--- src/rtl/mux_pkg.sv ---
// Shared definitions for the streaming N-to-1 multiplexer.
//   MODE_SELECT / MODE_RR : ARB_MODE encodings (external select / round-robin)
//   sel_width(n)          : width of a channel index, max(1, clog2(n))
package mux_pkg;

  localparam int MODE_SELECT = 0;
  localparam int MODE_RR     = 1;

  function automatic int sel_width(input int n);
    int w;
    w = $clog2(n);
    return (w < 1) ? 1 : w;
  endfunction

endpackage

--- src/rtl/rr_arbiter_n.sv ---
// Purely combinational round-robin search.
//   req         : per-channel request vector
//   last_grant  : channel granted most recently; the search starts one above it
//   grant       : first requesting channel found, wrapping modulo N
//   grant_valid : high when any channel requests
module rr_arbiter_n
  import mux_pkg::*;
#(
  parameter int N  = 4,
  parameter int SW = sel_width(N)
) (
  input  logic [N-1:0]  req,
  input  logic [SW-1:0] last_grant,
  output logic [SW-1:0] grant,
  output logic          grant_valid
);

  // Walk the channels starting at last_grant+1; the first hit wins and later hits are masked.
  always_comb begin
    int   idx;
    logic hit;
    grant       = '0;
    grant_valid = 1'b0;
    idx         = 0;
    hit         = 1'b0;
    for (int i = 0; i < N; i++) begin
      idx         = (int'(last_grant) + 1 + i) % N;
      hit         = !grant_valid && req[idx];
      grant       = hit ? SW'(idx) : grant;
      grant_valid = grant_valid | hit;
    end
  end

endmodule

--- src/rtl/mux_stream_n.sv ---
// N-to-1 valid/ready stream multiplexer with a single registered output stage.
//   clk, rst_n            : clock, asynchronous active-low reset
//   in_data/in_valid      : N input channels, channel k at in_data[k*WIDTH +: WIDTH]
//   in_ready              : one-hot (or zero) ready back to the granted channel
//   sel                   : channel select, used only when ARB_MODE = MODE_SELECT
//   out_data/out_chan     : registered beat and the channel that supplied it
//   out_valid/out_ready   : output handshake
module mux_stream_n
  import mux_pkg::*;
#(
  parameter int WIDTH    = 64,
  parameter int N        = 4,
  parameter int ARB_MODE = MODE_SELECT,
  localparam int SW      = sel_width(N)
) (
  input  logic                 clk,
  input  logic                 rst_n,
  input  logic [N*WIDTH-1:0]   in_data,
  input  logic [N-1:0]         in_valid,
  output logic [N-1:0]         in_ready,
  input  logic [SW-1:0]        sel,
  output logic [WIDTH-1:0]     out_data,
  output logic [SW-1:0]        out_chan,
  output logic                 out_valid,
  input  logic                 out_ready
);

  logic [WIDTH-1:0] out_data_q,   out_data_d;
  logic [SW-1:0]    out_chan_q,   out_chan_d;
  logic             out_valid_q,  out_valid_d;
  logic [SW-1:0]    last_grant_q, last_grant_d;

  logic [WIDTH-1:0] chan_data_s [N];
  logic [SW-1:0]    rr_grant_s;
  logic             rr_valid_s;
  logic [SW-1:0]    grant_s;
  logic             grant_valid_s;
  logic             load_s;
  logic             accept_s;

  for (genvar g = 0; g < N; g++) begin : g_chan
    assign chan_data_s[g] = in_data[g*WIDTH +: WIDTH];
  end

  rr_arbiter_n #(
    .N  (N),
    .SW (SW)
  ) u_rr (
    .req         (in_valid),
    .last_grant  (last_grant_q),
    .grant       (rr_grant_s),
    .grant_valid (rr_valid_s)
  );

  // The output stage can take a new beat when empty or draining this cycle.
  assign load_s = !out_valid_q || out_ready;

  // Grant source: arbiter in round-robin mode, otherwise sel (out-of-range sel grants nothing).
  always_comb begin
    grant_s       = '0;
    grant_valid_s = 1'b0;
    if (ARB_MODE == MODE_RR) begin
      grant_s       = rr_grant_s;
      grant_valid_s = rr_valid_s;
    end else begin
      grant_s       = sel;
      grant_valid_s = (int'(sel) < N);
    end
  end

  // Ready only to the granted channel, and only when the output stage can load.
  always_comb begin
    in_ready = '0;
    for (int k = 0; k < N; k++) begin
      in_ready[k] = load_s && grant_valid_s && (grant_s == SW'(k));
    end
  end

  // grant_valid_s guards the in_valid lookup so an out-of-range sel never accepts.
  assign accept_s = grant_valid_s && load_s && in_valid[grant_s];

  // Next state of the output stage: load on accept, empty on drain, otherwise hold.
  always_comb begin
    out_data_d   = out_data_q;
    out_chan_d   = out_chan_q;
    out_valid_d  = out_valid_q;
    last_grant_d = last_grant_q;
    if (accept_s) begin
      out_data_d   = chan_data_s[grant_s];
      out_chan_d   = grant_s;
      out_valid_d  = 1'b1;
      last_grant_d = grant_s;
    end else if (out_ready) begin
      out_valid_d  = 1'b0;
    end else begin
      out_valid_d  = out_valid_q;
    end
  end

  // Output and arbitration state; last_grant resets to N-1 so channel 0 is searched first.
  always_ff @(posedge clk or negedge rst_n) begin
    if (!rst_n) begin
      out_data_q   <= '0;
      out_chan_q   <= '0;
      out_valid_q  <= 1'b0;
      last_grant_q <= SW'(N-1);
    end else begin
      out_data_q   <= out_data_d;
      out_chan_q   <= out_chan_d;
      out_valid_q  <= out_valid_d;
      last_grant_q <= last_grant_d;
    end
  end

  assign out_data  = out_data_q;
  assign out_chan  = out_chan_q;
  assign out_valid = out_valid_q;

endmodule

--- config.mk ---
export PLATFORM = sky130hd
export DESIGN_NAME = mux_stream_n
export DESIGN_NICKNAME = d
export VERILOG_FILES = /design/src/rtl/mux_pkg.sv /design/src/rtl/rr_arbiter_n.sv /design/src/rtl/mux_stream_n.sv
export SDC_FILE = /design/constraint.sdc
export NUM_CORES = 1
export LEC_CHECK = 0
export CORE_AREA = 2 2 131 133
export DETAILED_ROUTE_END_ITERATION = 7
export DIE_AREA = 0 0 133 135
export DONT_BUFFER_PORTS = 1
export GPL_ROUTABILITY_DRIVEN = 0
export PLACE_DENSITY_LB_ADDON = 0.25
export SLEW_MARGIN = 0
export SYNTH_ARGS = -nofsm -noshare
export SYNTH_HDL_FRONTEND = slang
export SYNTH_SLANG_ARGS = --single-unit
--- constraint.sdc ---
create_clock -name clk -period 1.96 [get_ports clk]
set_input_delay 0.196 -clock clk [delete_from_list [all_inputs] [get_ports clk]]
set_output_delay 0.196 -clock clk [all_outputs]
set_load 0.01 [all_outputs]
Yosys cells after proc, flatten, opt, wreduce, memory -nomap -nowiden
Index checks and enable logic that the tools add are counted.

Flip-flop bits (word level): 67. Bits in latches: 0. Memory bits (writable): 0. Memory bits (read-only): 0. Input port bits: 265. Output and inout bits: 71. Word-level logic and storage cells: 25. Memories: 0.

Add/subtract/negate cells: 0. Multipliers: 0. Divide/modulo/power cells: 0. Order comparisons: 2. Equal/unequal tests: 3. Shift operators: 0. Muxes and demuxes: 7. Bitwise operators: 1. Reductions and logical operators: 9.

Operator list (count): 64-bit binary-select mux with 2-bit select (1); 64-bit two-way mux (2); 1-bit logical AND (5); 2-bit == test, second input constant (2); 3-bit >= comparator, second input constant (1); 2-bit by 3-bit less-than comparator with 1-bit output, second input constant (1); 1-bit two-way mux (3); 2-bit NOT with 3-bit output (1); 1-bit binary-select mux with 2-bit select (1); 2-bit by 1-bit == test with 1-bit output, second input constant (1); 2-bit logical NOT (1); 2-bit nonzero test (1); 1-bit logical NOT (1); 1-bit logical OR (1).

Depth between registers and ports, before layout
Gate-level depths: netlist (run 1).

Depth after elaboration: 4. Depth in mapped cells: 7. Mapped depth without buffers: 4.

Worst setup path after synthesis (run 1)
No wires, ideal clock.

Path kind: register to register. Start point: reg out_valid_q, in the netlist out_valid. End point: reg out_data_q[0], in the netlist out_data[0]. Library setup time: 0.125 ns. Data arrival time: 1.546 ns. Data required time: 1.835 ns. Path slack: 0.289 ns. Stages on the path, launching flop included: 7. Path through: dfrtp_1 -> nor2b_1 -> nor3_2 -> o21ba_4 -> buf_8 -> buf_12 -> mux2_4.

Word-level cells in the longest chain between the ends: 3.

Ends and longest elaborated chain: start, declared (line mux_stream_n.sv:30) `logic out_valid_q, out_valid_d;`; start signal, assigned (line mux_stream_n.sv:110) `out_valid_q <= out_valid_d;`; 1-bit logical NOT (line mux_stream_n.sv:56) `assign load_s = !out_valid_q || out_ready;`; 1-bit logical OR (line mux_stream_n.sv:56); 1-bit logical AND (line mux_stream_n.sv:80) `assign accept_s = grant_valid_s && load_s && in_valid[grant_s];`; end signal, assigned (line mux_stream_n.sv:108) `out_data_q <= out_data_d;`; end, declared (line mux_stream_n.sv:28) `logic [WIDTH-1:0] out_data_q, out_data_d;`.

No other way between the ends. A chain may end at the register's enable or synchronous reset.

Final worst setup path (run 1)
Start point: reg out_valid_q, in the netlist out_valid. End point: reg out_data_q[57], in the netlist out_data[57].

Same word-level chain as after synthesis.

==> impl_metrics.toml, run 1 <==
[run]
cap_violations = 0

[final_layout]
syn_to_final_growth_pct = 9.106
num_antenna_cells = 0
layout-drive-gt1-share_pct = 59.91
nets = 494
fill_cells = 1615
stdcell_area_um2 = 4767

[place]
post_dp_cell_area_um2 = 4481
port_buffers = 0
dp_slack_ns = 0.2012
dp_hpwl_um = 9285

[floorplan]
die_w_um = 133
start_util_pct = 26.63
core_area_um2 = 16410
io_pins = 336
dieArea_um2 = 17960
row_count = 47
die_y_um = 135

[synth]
synth.distinct_cells = 24
syn_area_per_cell_um2 = 18.59
synth_area_um2 = 4369
synth_nets = 500
synthCells = 235
ys_warn_count = 0
ys_seq_elements = 67
yosysSeqAreaShare_pct = 38.37

[cts]
clk_latency_ns = 0.33
htreeDepth = 3
numCtsBuffers = 9
postCtsSetupBuffers = 0
ctsHoldBuffers = 2
tritoncts = "built"
ctsResizeCount = 0
max-clock-path-buffers = 2
clkSlewWorstSetupHoldPaths_ns = 0.06
root_buffer = "clkbuf_16"
clock_sinks = 67

[timing]
fmax_mhz = 579.2
drv_slew = 0
tightest_slew_ns = 0.4849
setup_slack_ns = 0.2336
hold_viol_final = 0
period_minus_slack_ns = 1.726
clock_skew_ns = 0.008394
rsz0062_at_grt = "false"
max_slew_margin_pct = 67.42
holdWs_ns = 0.07705
fin_crit_sh_pct = 88.08
tns_ns = 0
setup_viol = 0

[drt]
via_per_inst = 5.170
avgRoutedWirePerCell_um = 26.17
num_vias = 2337
dr.pass1.iters = 4
drc = 0
route.final.wire_length_um = 11830
antenna_left = 0
drt_iter0_drc = 68

[power]
ir_drop_uv = 362.4
p_per_area_nw_per_um2 = 967.0
totalPowerFinal_mw = 4.610
p_leak_nw = 1.920

[grt]
grt_pass1_wl_um = 17210
grt_max_degree = 72
grt.total_usage_pct = 13.08
gr-total-overflow = 0
antenna_found_initial = 1
grt_pass1_vias = 2760

[critical_path]
r2r_cells = 5
worstSetupEndpointType = "flip-flop"
crit_type = "reg2reg"
cp.required_ns = 2.17
worstPathMaxFanout = 37
critPathArrivalTime_ns = 1.94
startpoint_type = "flip-flop"

[outcome]
status = "complete, no violations"

[worst_hold_path]
min_path_type = "in2reg"
min_path_cells = 1
==> Yosys cell counts <==
library cell	instances	area, um2
a21o_1	1	7.510
and3_1	1	6.260
buf_12	5	100.1
buf_2	5	25.02
buf_4	1	7.510
buf_6	4	45.04
buf_8	1	15.01
clkbuf_1	7	26.28
dfrtp_1	67	1677
inv_1	1	3.750
mux2_1	10	112.6
mux2_2	5	56.30
mux2_4	50	750.7
mux2i_1	2	20.02
mux4_2	64	1441
nand2_1	2	7.510
nand2b_1	2	12.51
nor2_1	1	3.750
nor2b_1	1	6.260
nor3_1	1	5.000
nor3_2	1	10.01
nor3b_1	1	7.510
o21ba_4	1	16.27
o22ai_1	1	6.260
==> per-stage QoR <==
step,util [%],instances
after floorplan,-,235
after global placement,27.31,436
after detailed placement,27.31,436
after CTS,29.06,452
after global routing,29.06,452
final,29.06,452
==> area by class of cell <==
cell class / instances / area (um2) / area share [%]
clock inverters: 4 / 20.02 / 0.4199
clock buffers: 10 / 229.0 / 4.803
flip-flops and latches: 67 / 1677 / 35.17
inverters: 1 / 3.754 / 0.07874
multi-input cells: 144 / 2470 / 51.81
repair buffers: 6 / 92.59 / 1.942
well taps: 220 / 275.3 / 5.774
==> worst paths after layout <==
path / from / slack, ns / endpoint
min reg2reg: out_data[51]$_DFFE_PN0P_ / 0.57 / out_data[51]$_DFFE_PN0P_
max in group asynchronous: rst_n / 1.25 / out_data[3]$_DFFE_PN0P_
max reg2reg: out_valid$_DFFE_PN0P_ / 0.23 / out_data[57]$_DFFE_PN0P_
min in group asynchronous: rst_n / 0.43 / out_data[32]$_DFFE_PN0P_
max: out_valid$_DFFE_PN0P_ / 0.23 / out_data[57]$_DFFE_PN0P_
min: sel[1] / 0.08 / out_chan[1]$_DFFE_PN0P_
==> state kept, by name (all words and copies together) (netlist names) <==
| register | count |
|---|---|
| out_data | 64 |
| out_chan | 2 |
| out_valid | 1 |
==> report_power, final <==
group	internal (mW)	total, mW	switching, mW
clock	0.831	1.39	0.564
sequential	1.76	2.27	0.512
combinational	0.699	0.948	0.249
total	3.29	4.61	1.32
==> placed cells by master, fill, tap and decap left out, types with 2 or more instances in the layout <==
cell type / n
buf_12: 2
buf_4: 2
clkbuf_16: 9
clkinv_2: 4
dfrtp_1: 67
mux2_1: 10
mux2_2: 5
mux2_4: 50
mux2i_1: 2
mux4_2: 64
nand2_1: 2
nand2b_1: 2
==> routing by layer <==
metal  wire length (um)  track usage (%)
met5                 11                0
met3               1174            4.655
met4                279            5.974
met2               6504            23.83
met1               3861            13.48
==> cells by family (layout without fill, tap and decap cells) <==
kind of cell	Yosys count	in the layout	synth area share, %
compound gates	3	3	0.6875
buf+inv	24	21	5.097
simple gates	10	10	1.346
flops	67	67	38.37
mux	131	131	54.50
==> worst max-delay path, stage by stage (launching register included) <==
cell,delay [ns]
dfrtp_1,0.40
nor2b_1,0.23
nor3_2,0.08
o21ba_4,0.26
buf_12,0.25
mux2_2,0.37
No activity file was read; power rests on OpenSTA's default activity.
==> run 2, diff against run 1 <==
--- a/config.mk
+++ b/config.mk
@@ -10,7 +10,6 @@
 export DIE_AREA = 0 0 133 135
 export DONT_BUFFER_PORTS = 1
 export GPL_ROUTABILITY_DRIVEN = 0
-export PLACE_DENSITY_LB_ADDON = 0.25
 export SLEW_MARGIN = 0
 export SYNTH_ARGS = -nofsm -noshare
 export SYNTH_HDL_FRONTEND = slang
==> run 2 against run 1 <==
Die area is the same; core utilization up 0.40 points; combinational power rose by 1%.
==> impl_metrics.toml, run 2 (synthesized netlist as in run 1, its figures left out) <==
[outcome]
status = "complete, no violations"

[timing]
fmax_mhz = 551.6
tns_ns = 0
clock_skew_ns = 0.004037
drv_slew = 0
setup_viol = 0
max_slew_margin_pct = 63.33
rsz0062_at_grt = "false"
fin_crit_sh_pct = 92.49
tightest_slew_ns = 0.5459
period_minus_slack_ns = 1.813
hold_viol_final = 0

[worst_hold_path]
min_path_type = "in2reg"

[drt]
avgRoutedWirePerCell_um = 26.73
dr.pass1.iters = 6
num_vias = 2389
via_per_inst = 5.239
drt_iter0_drc = 72
route.final.wire_length_um = 12190
antenna_left = 0
drc = 0

[cts]
htreeDepth = 3
clock_sinks = 67
max-clock-path-buffers = 2
ctsResizeCount = 0
clkSlewWorstSetupHoldPaths_ns = 0.06
root_buffer = "clkbuf_16"
tritoncts = "built"
clk_latency_ns = 0.33
numCtsBuffers = 9
postCtsSetupBuffers = 0

[critical_path]
crit_chain = "nor2b_1 > nor3_2 > o21ba_4 > buf_12 > mux2_1"
cpLargestDelayFamily = "simple AND/OR/NAND/NOR gates"
cp.required_ns = 2.17
critPathArrivalTime_ns = 2.02
worstPathMaxFanout = 29
critPathBufInv = 1
cp_slowest_cell = "mux2_1"
cpPeakStageDelay_ns = 0.35
startpoint_type = "flip-flop"
crit_type = "reg2reg"
worstSetupEndpointType = "flip-flop"

[grt]
antenna_found_initial = 4
grt_max_degree = 72
grt.total_usage_pct = 13.19
grt_pass1_vias = 2775
grt_pass1_wl_um = 17420
gr-total-overflow = 0

[floorplan]
row_count = 47
io_pins = 336
die_w_um = 133
dieArea_um2 = 17960
start_util_pct = 26.63
core_area_um2 = 16410
die_y_um = 135

[power]
ir_drop_uv = 430.3
p_per_area_nw_per_um2 = 1003
p_leak_nw = 1.941
totalPowerFinal_mw = 4.849

[final_layout]
largest_reg_flops = 64
syn_to_final_growth_pct = 10.62
nets = 495
layout_commonest_cell = "dfrtp_1"
layout_common_cells = "dfrtp_1, mux4_2, mux2_4, mux2_1, clkbuf_16"
final_util_pct = 29.46
fill_cells = 1602
layout-drive-gt1-share_pct = 60.43

[run]
cap_violations = 0

[place]
dp_hpwl_um = 9467
port_buffers = 0
==> run 2: cell types whose count changed in the layout (fill, tap and decap cells not counted), sizes merged <==
cell and change:
bufinv +1, diode +1, clkinvlp +2, inv +1, clkinv -2, dlygate4sd3 +1
==> run 2: what timing repair did <==
action | in CTS | in global routing
endpoints found under the hold margin | 68 | 0
endpoints found under the setup margin | 0 | 0
hold buffers | 3 | 0
==> run 2: final timing paths <==
check	start	end	slack, ns	depth (start not counted)
max in group asynchronous	rst_n	out_data[61]$_DFFE_PN0P_	1.24	2
worst min register to register	out_data[51]$_DFFE_PN0P_	out_data[51]$_DFFE_PN0P_	0.58	1
worst min-delay path	sel[0]	out_valid$_DFFE_PN0P_	0.08	2
worst max-delay path	out_valid$_DFFE_PN0P_	out_data[53]$_DFFE_PN0P_	0.15	5
worst max register to register	out_valid$_DFFE_PN0P_	out_data[53]$_DFFE_PN0P_	0.15	5
min in group asynchronous	rst_n	out_data[23]$_DFFE_PN0P_	0.44	2
==> run 2: area by class of cell <==
cell class	instances	area, um2	area share (%)
clock inverter	6	63.81	1.320
tap	220	275.3	5.695
sequential	67	1677	34.69
multi-input combinational	144	2470	51.10
clock buffer	10	239.0	4.944
inverter	1	3.754	0.07766
antenna	1	2.502	0.05177
timing repair buffer	7	102.6	2.123
==> run 2: metal layers <==
metal	part of all wire [%]	global-route usage [%]	vias to the layer above
li1	-	-	953
met5	0.36	0	-
met2	53	23.32	201
met3	12	6.757	23
met1	33	13.22	1206
met4	2.0	5.197	6
==> run 2: per-stage QoR <==
stage          setup WS (ns)  instances  area, um2  hold WS (ns)
2_1_floorplan         0.2886        235       4369      -0.09959
3_3_place_gp          0.2345        436       4481      -0.09735
3_5_place_dp          0.1544        436       4481      -0.09753
4_1_cts               0.1410        455       4831       0.06134
5_1_grt              0.03984        455       4831       0.07974
6_report              0.1472        456       4833       0.07891
==> run 2: worst reg2reg max path: cells and delay by family (launching register included) <==
family,cells,cell delay [ns]
multiplexers,1,0.37
flip-flops,1,0.34
buffers and inverters,1,0.24
AO/OA/AOI/OAI,1,0.34
AND/OR/NAND/NOR,2,0.39
==> run 2: report_power, final <==
part | total, mW | switching (mW) | internal (mW)
Sequential | 2.24 | 0.486 | 1.75
Combinational | 0.961 | 0.259 | 0.702
Clock | 1.65 | 0.629 | 1.02
